File: src/rtl/fft2_out_serializer_if.sv
// Stream bundle for fft2_out_serializer: butterfly-result input stream and
// serialized 16-bit complex output stream.
interface fft2_out_serializer_if;
  logic               in_valid;
  logic               in_ready;
  logic signed [16:0] in_sumr;
  logic signed [16:0] in_sumi;
  logic signed [16:0] in_subr;
  logic signed [16:0] in_subi;
  logic               out_valid;
  logic               out_ready;
  logic signed [15:0] out_r;
  logic signed [15:0] out_i;
  logic               out_last;

  modport slave (
    input  in_valid, in_sumr, in_sumi, in_subr, in_subi, out_ready,
    output in_ready, out_valid, out_r, out_i, out_last
  );

  modport master (
    output in_valid, in_sumr, in_sumi, in_subr, in_subi, out_ready,
    input  in_ready, out_valid, out_r, out_i, out_last
  );
endinterface

File: src/rtl/fft2_out_serializer.sv
// Scales/saturates a radix-2 butterfly result and serializes sum then difference
// onto one complex stream. Optional macro FFT2_ROUND_EN: round-half-up before the shift.
module fft2_out_serializer #(
  parameter int SHIFT = 1,
  parameter int CNT_W = 16
) (
  input  logic                 clk,
  input  logic                 rst,
  fft2_out_serializer_if.slave bus,
  input  logic                 sat_clr,
  output logic [CNT_W-1:0]     sat_cnt
);
  localparam int SW = (CNT_W + 1 > 3) ? CNT_W + 1 : 3;
  localparam logic [CNT_W-1:0] CNT_MAX = '1;

  typedef enum logic [1:0] {EMPTY, SUM, SUB} state_t;

  state_t             state_q;
  logic signed [15:0] subr_q, subi_q;
  logic signed [15:0] out_r_q, out_i_q;
  logic               out_valid_q, out_last_q;
  logic [CNT_W-1:0]   cnt_q, cnt_d;

  logic               in_ready, accept;
  logic               sr_sat, si_sat, dr_sat, di_sat;
  logic signed [15:0] sumr_d, sumi_d, subr_d, subi_d;
  logic [2:0]         sat_inc;
  logic [SW-1:0]      cnt_sum;

  // Returns {clamped flag, 16-bit result}; 18-bit intermediate covers the rounding carry.
  function automatic logic [16:0] scale_sat(input logic signed [16:0] x);
    logic signed [17:0] y;
    logic signed [15:0] v;
    logic               sat;
    y = {x[16], x};
`ifdef FFT2_ROUND_EN
    y = (y + ((SHIFT != 0) ? 18'sd1 : 18'sd0)) >>> SHIFT;
`else
    y = y >>> SHIFT;
`endif
    v   = y[15:0];
    sat = 1'b0;
    if (y > 18'sd32767) begin
      v   = 16'sh7fff;
      sat = 1'b1;
    end else if (y < -18'sd32768) begin
      v   = 16'sh8000;
      sat = 1'b1;
    end
    return {sat, v};
  endfunction

  always_comb begin
    in_ready         = (state_q == EMPTY) || ((state_q == SUB) && bus.out_ready);
    accept           = bus.in_valid && in_ready;
    {sr_sat, sumr_d} = scale_sat(bus.in_sumr);
    {si_sat, sumi_d} = scale_sat(bus.in_sumi);
    {dr_sat, subr_d} = scale_sat(bus.in_subr);
    {di_sat, subi_d} = scale_sat(bus.in_subi);
    sat_inc          = 3'(sr_sat) + 3'(si_sat) + 3'(dr_sat) + 3'(di_sat);
    cnt_sum          = SW'(cnt_q) + SW'(sat_inc);
    if (sat_clr)
      cnt_d = '0;
    else if (!accept)
      cnt_d = cnt_q;
    else if (cnt_sum > SW'(CNT_MAX))
      cnt_d = CNT_MAX;
    else
      cnt_d = cnt_sum[CNT_W-1:0];
  end

  // Accept stage: scaled sum goes straight to the output regs, difference is parked.
  always_ff @(posedge clk) begin
    if (rst) begin
      state_q     <= EMPTY;
      out_valid_q <= 1'b0;
      out_last_q  <= 1'b0;
      out_r_q     <= '0;
      out_i_q     <= '0;
      cnt_q       <= '0;
    end else begin
      cnt_q <= cnt_d;
      if (accept) begin
        state_q     <= SUM;
        out_valid_q <= 1'b1;
        out_last_q  <= 1'b0;
        out_r_q     <= sumr_d;
        out_i_q     <= sumi_d;
        subr_q      <= subr_d;
        subi_q      <= subi_d;
      end else begin
        case (state_q)
          SUM: if (bus.out_ready) begin
            state_q    <= SUB;
            out_last_q <= 1'b1;
            out_r_q    <= subr_q;
            out_i_q    <= subi_q;
          end
          SUB: if (bus.out_ready) begin
            state_q     <= EMPTY;
            out_valid_q <= 1'b0;
            out_last_q  <= 1'b0;
          end
          default: ;
        endcase
      end
    end
  end

  assign bus.in_ready  = in_ready;
  assign bus.out_valid = out_valid_q;
  assign bus.out_last  = out_last_q;
  assign bus.out_r     = out_r_q;
  assign bus.out_i     = out_i_q;
  assign sat_cnt       = cnt_q;
endmodule

File: src/flat_wrapper.sv
// flat-port wrapper written by rule: the top's interface ports become plain ports
module fft2_out_serializer_flat 
#(
  parameter int SHIFT = 1,
  parameter int CNT_W = 16
)
  (clk, rst, sat_clr, sat_cnt, bus_in_valid, bus_in_sumr, bus_in_sumi, bus_in_subr, bus_in_subi, bus_out_ready, bus_in_ready, bus_out_valid, bus_out_r, bus_out_i, bus_out_last);
  fft2_out_serializer_if bus_i ();
  input  logic clk;
  input  logic rst;
  input  logic sat_clr;
  output logic [CNT_W-1:0] sat_cnt;
  input wire logic [$bits(bus_i.in_valid)-1:0] bus_in_valid;
  input wire logic [$bits(bus_i.in_sumr)-1:0] bus_in_sumr;
  input wire logic [$bits(bus_i.in_sumi)-1:0] bus_in_sumi;
  input wire logic [$bits(bus_i.in_subr)-1:0] bus_in_subr;
  input wire logic [$bits(bus_i.in_subi)-1:0] bus_in_subi;
  input wire logic [$bits(bus_i.out_ready)-1:0] bus_out_ready;
  output wire logic [$bits(bus_i.in_ready)-1:0] bus_in_ready;
  output wire logic [$bits(bus_i.out_valid)-1:0] bus_out_valid;
  output wire logic [$bits(bus_i.out_r)-1:0] bus_out_r;
  output wire logic [$bits(bus_i.out_i)-1:0] bus_out_i;
  output wire logic [$bits(bus_i.out_last)-1:0] bus_out_last;
  assign bus_i.in_valid = bus_in_valid;
  assign bus_i.in_sumr = bus_in_sumr;
  assign bus_i.in_sumi = bus_in_sumi;
  assign bus_i.in_subr = bus_in_subr;
  assign bus_i.in_subi = bus_in_subi;
  assign bus_i.out_ready = bus_out_ready;
  assign bus_in_ready = bus_i.in_ready;
  assign bus_out_valid = bus_i.out_valid;
  assign bus_out_r = bus_i.out_r;
  assign bus_out_i = bus_i.out_i;
  assign bus_out_last = bus_i.out_last;
  fft2_out_serializer #(.SHIFT(SHIFT), .CNT_W(CNT_W)) u_core (.clk(clk), .rst(rst), .bus(bus_i), .sat_clr(sat_clr), .sat_cnt(sat_cnt));
endmodule
File: config.mk
export PLATFORM = sky130hd
export DESIGN_NAME = fft2_out_serializer_flat
export DESIGN_NICKNAME = d
export VERILOG_FILES = /design/src/rtl/fft2_out_serializer_if.sv /design/src/rtl/fft2_out_serializer.sv /design/src/flat_wrapper.sv
export SDC_FILE = /design/constraint.sdc
export NUM_CORES = 1
export LEC_CHECK = 0
export CORE_MARGIN = 3
export CORE_UTILIZATION = 49
export CTS_CLUSTER_SIZE = 20
export DETAILED_ROUTE_END_ITERATION = 10
export GPL_TIMING_DRIVEN = 0
export PLACE_DENSITY = 0.86
export SETUP_SLACK_MARGIN = 0.1
export SKIP_CTS_REPAIR_TIMING = 1
export SLEW_MARGIN = 15
export SYNTH_ARGS = -nofsm -noshare
export SYNTH_HDL_FRONTEND = slang
export SYNTH_SLANG_ARGS = --single-unit
File: constraint.sdc
create_clock -name clk -period 8.8 [get_ports clk]
set_input_delay 1.76 -clock clk [delete_from_list [all_inputs] [get_ports clk]]
set_output_delay 1.76 -clock clk [all_outputs]
set_load 0.03 [all_outputs]
==> results.json <==
{
  "die_h_um": 91.9,
  "r2r_end": "u_core.subr_q[0]$_SDFFCE_PN1P_",
  "diodes": 0,
  "status": "complete, no violations",
  "final_hold_viol_count": 0,
  "first_pass_iters": 8,
  "ios": 124,
  "numPortBuffers": 87,
  "grt_pass1_vias": 3421,
  "relSlewSlack_pct": 57.0,
  "overflow": 0,
  "cp_max_fo": 4,
  "end_kind": "output port",
  "netlist_area_mm2": 0.00361,
  "dr_wl_met2_um": 4840,
  "root_buffer": "clkbuf_8",
  "start_util_pct": 51.8,
  "cts_max_path_buffers": 2,
  "hold_path.class": "reg2reg",
  "seq_area_frac_synth_pct": 54.8,
  "period_needed_ps": 5040,
  "startpoint": "bus_out_ready",
  "clk_pin_slew_ps": 90,
  "route.met3.wl_um": 814,
  "fin_crit_sh_pct": 57.3,
  "crit_required_ps": 7040,
  "cts_sinks": 83,
  "start_kind": "input port",
  "core_area_mm2": 0.00698,
  "p_leak_nw": 1.65,
  "dp_cells": 569,
  "area_delta_synth_final_pct": 36.6,
  "globalplace.congestion": 0.917,
  "timing.rr.start": "u_core.state_q[0]$_SDFFE_PP0P_",
  "viasPerCell": 5.72,
  "die_area_mm2": 0.00844,
  "cts_tree": "yes",
  "rsz0062_at_grt": "false",
  "synth_cell_types": 37,
  "drv_cap": 0,
  "drc": 0,
  "drive_gt1_share_pct": 5.11,
  "postSynthAreaPerCell_um2": 9.43,
  "routed_wl_um": 9600,
  "dp_hpwl_um": 7070,
  "synth.ff_latch_count": 83,
  "drtIter0Drc": 260,
  "detail_route.wl_per_cell_um": 16.4,
  "wl_met1_um": 3750,
  "p_per_area_mw_per_mm2": 203,
  "antenna_left": 0,
  "yosysWarnings": 0,
  "grt_max_degree": 25,
  "fin_util_pct": 70.7,
  "crit_arrival_ps": 3280,
  "worstSetupPathType": "in2out",
  "final_cell_mix": "clkdlybuf4s50_1, clkbuf_1, dfxtp_1, nand2_1, nor2_1",
  "fmax_mhz": 198,
  "cts_max_level": 3,
  "rows": 30,
  "antenna_found_initial": 0,
  "highest_layer": "met4",
  "grt_pass1_wl_um": 15700,
  "worst_slew_pin_slew_ps": 641,
  "fin_tns_setup_ps": 0,
  "finalNetCount": 567,
  "layout.cells.non_filler": 585,
  "vdd_drop_max_mv": 0.138,
  "die_w_um": 91.9,
  "vias": 3348,
  "final_common_cell": "clkdlybuf4s50_1",
  "endpoint": "bus_in_ready",
  "clk_latency_ps": 340,
  "skew_ps": 8.56,
  "rrSetupSlack_ps": 6380,
  "numCtsBuffers": 9,
  "setup_viol": 0,
  "grt_use_total_pct": 23.1,
  "netlist_instances": 383,
  "r2r_cells": 8,
  "drv_slew": 0
}
==> worst max-delay path: stages <==
cell             delay [ps]
clkdlybuf4s50_1         460
a21oi_1                 310
inv_1                   140
clkdlybuf4s50_1         610
==> state kept, by name, summed over array words and instances (netlist names) <==
| register | count |
|---|---|
| u_core.state_q | 1 |
| u_core.sat_cnt | 16 |
| u_core.bus.out_valid | 1 |
| u_core.subi_q | 16 |
| u_core.subr_q | 16 |
| u_core.bus.out_i | 16 |
| u_core.bus.out_last | 1 |
| u_core.bus.out_r | 16 |
==> per-stage QoR <==
stage               hold slack [ps]  instance area (um^2)  setup WS (ps)  power, W
detailed placement              474                  4650           3780  0.000627
floorplan                       483                  3620           4510  0.000548
global route                    506                  4930           3680   0.00104
CTS                             486                  4930           3770   0.00100
finish                          491                  4930           3760   0.00100
global placement                470                  4610           3470  0.000618
==> cell families (layout without fill, tap and decap cells) <==
family	Yosys count	count (layout)	share of synthesized area, %
compound gates	77	77	15.9
other cells	2	4	0.208
buf+inv	69	173	7.31
simple gates	139	139	17.1
xor+xnor	3	3	0.727
flops	83	83	54.8
fa+ha+maj	10	10	3.88
==> layout make-up <==
type | instances | area, um^2
well taps | 96 | 120
clock inverters | 7 | 164
plain buffers | 56 | 215
clock buffers | 9 | 124
flip-flops and latches | 83 | 1980
repair buffers | 88 | 898
multi-input cells | 233 | 1380
fillers | 548 | 2050
inverters | 13 | 48.8
==> per-layer routing <==
| metal | vias up | track usage (%) |
|---|---|---|
| met5 | - | 0 |
| met3 | 27 | 5.50 |
| li1 | 1567 | - |
| met2 | 188 | 40.1 |
| met4 | 0 | 9.41 |
| met1 | 1566 | 27.5 |
==> power by group <==
group	switching (W)	internal [W]
sequential	0.0000137	0.000426
clock	0.000137	0.000246
combinational	0.000107	0.0000736
total	0.000257	0.000746
==> Yosys cell counts, drive strengths merged <==
cell type,count,area (um^2)
nand4,2,12.5
buf,5,23.8
dfxtp,51,1020
a41oi,2,17.5
a21oi,11,58.8
edfxtp,32,961
nor2b,1,6.26
a2111oi,2,17.5
or4,2,15.0
o21ai,8,40.0
conb,2,7.51
nor4,2,12.5
and3,1,6.26
clkbuf,51,191
xor2,2,17.5
or2,2,12.5
nor3,4,20.0
or2b,1,7.51
and2,1,6.26
a31oi,10,62.6
fa,2,40.0
or3,2,12.5
o2111ai,1,8.76
o31ai,2,15.0
inv,13,48.8
nand3,38,190
nor2,41,154
a211oi,5,37.5
a311oi,34,298
and4,1,8.76
ha,8,100
a211o,1,8.76
o2111a,1,11.3
nand2,41,154
xnor2,1,8.76
==> how the worst min path moves through the flow <==
stage	from	end	cells past startpoint
global route	u_core.bus.out_r[10]$_SDFFE_PP0P_	u_core.bus.out_r[10]$_SDFFE_PP0P_	2
finish	u_core.bus.out_r[6]$_SDFFE_PP0P_	u_core.bus.out_r[6]$_SDFFE_PP0P_	2
detailed placement	u_core.bus.out_valid$_SDFFE_PP0P_	u_core.bus.out_valid$_SDFFE_PP0P_	2
CTS	u_core.bus.out_valid$_SDFFE_PP0P_	u_core.bus.out_valid$_SDFFE_PP0P_	2
floorplan	u_core.state_q[0]$_SDFFE_PP0P_	u_core.state_q[0]$_SDFFE_PP0P_	2
global placement	u_core.bus.out_r[0]$_SDFFE_PP0P_	u_core.bus.out_r[0]$_SDFFE_PP0P_	2
No activity file was read; power rests on OpenSTA's default activity.
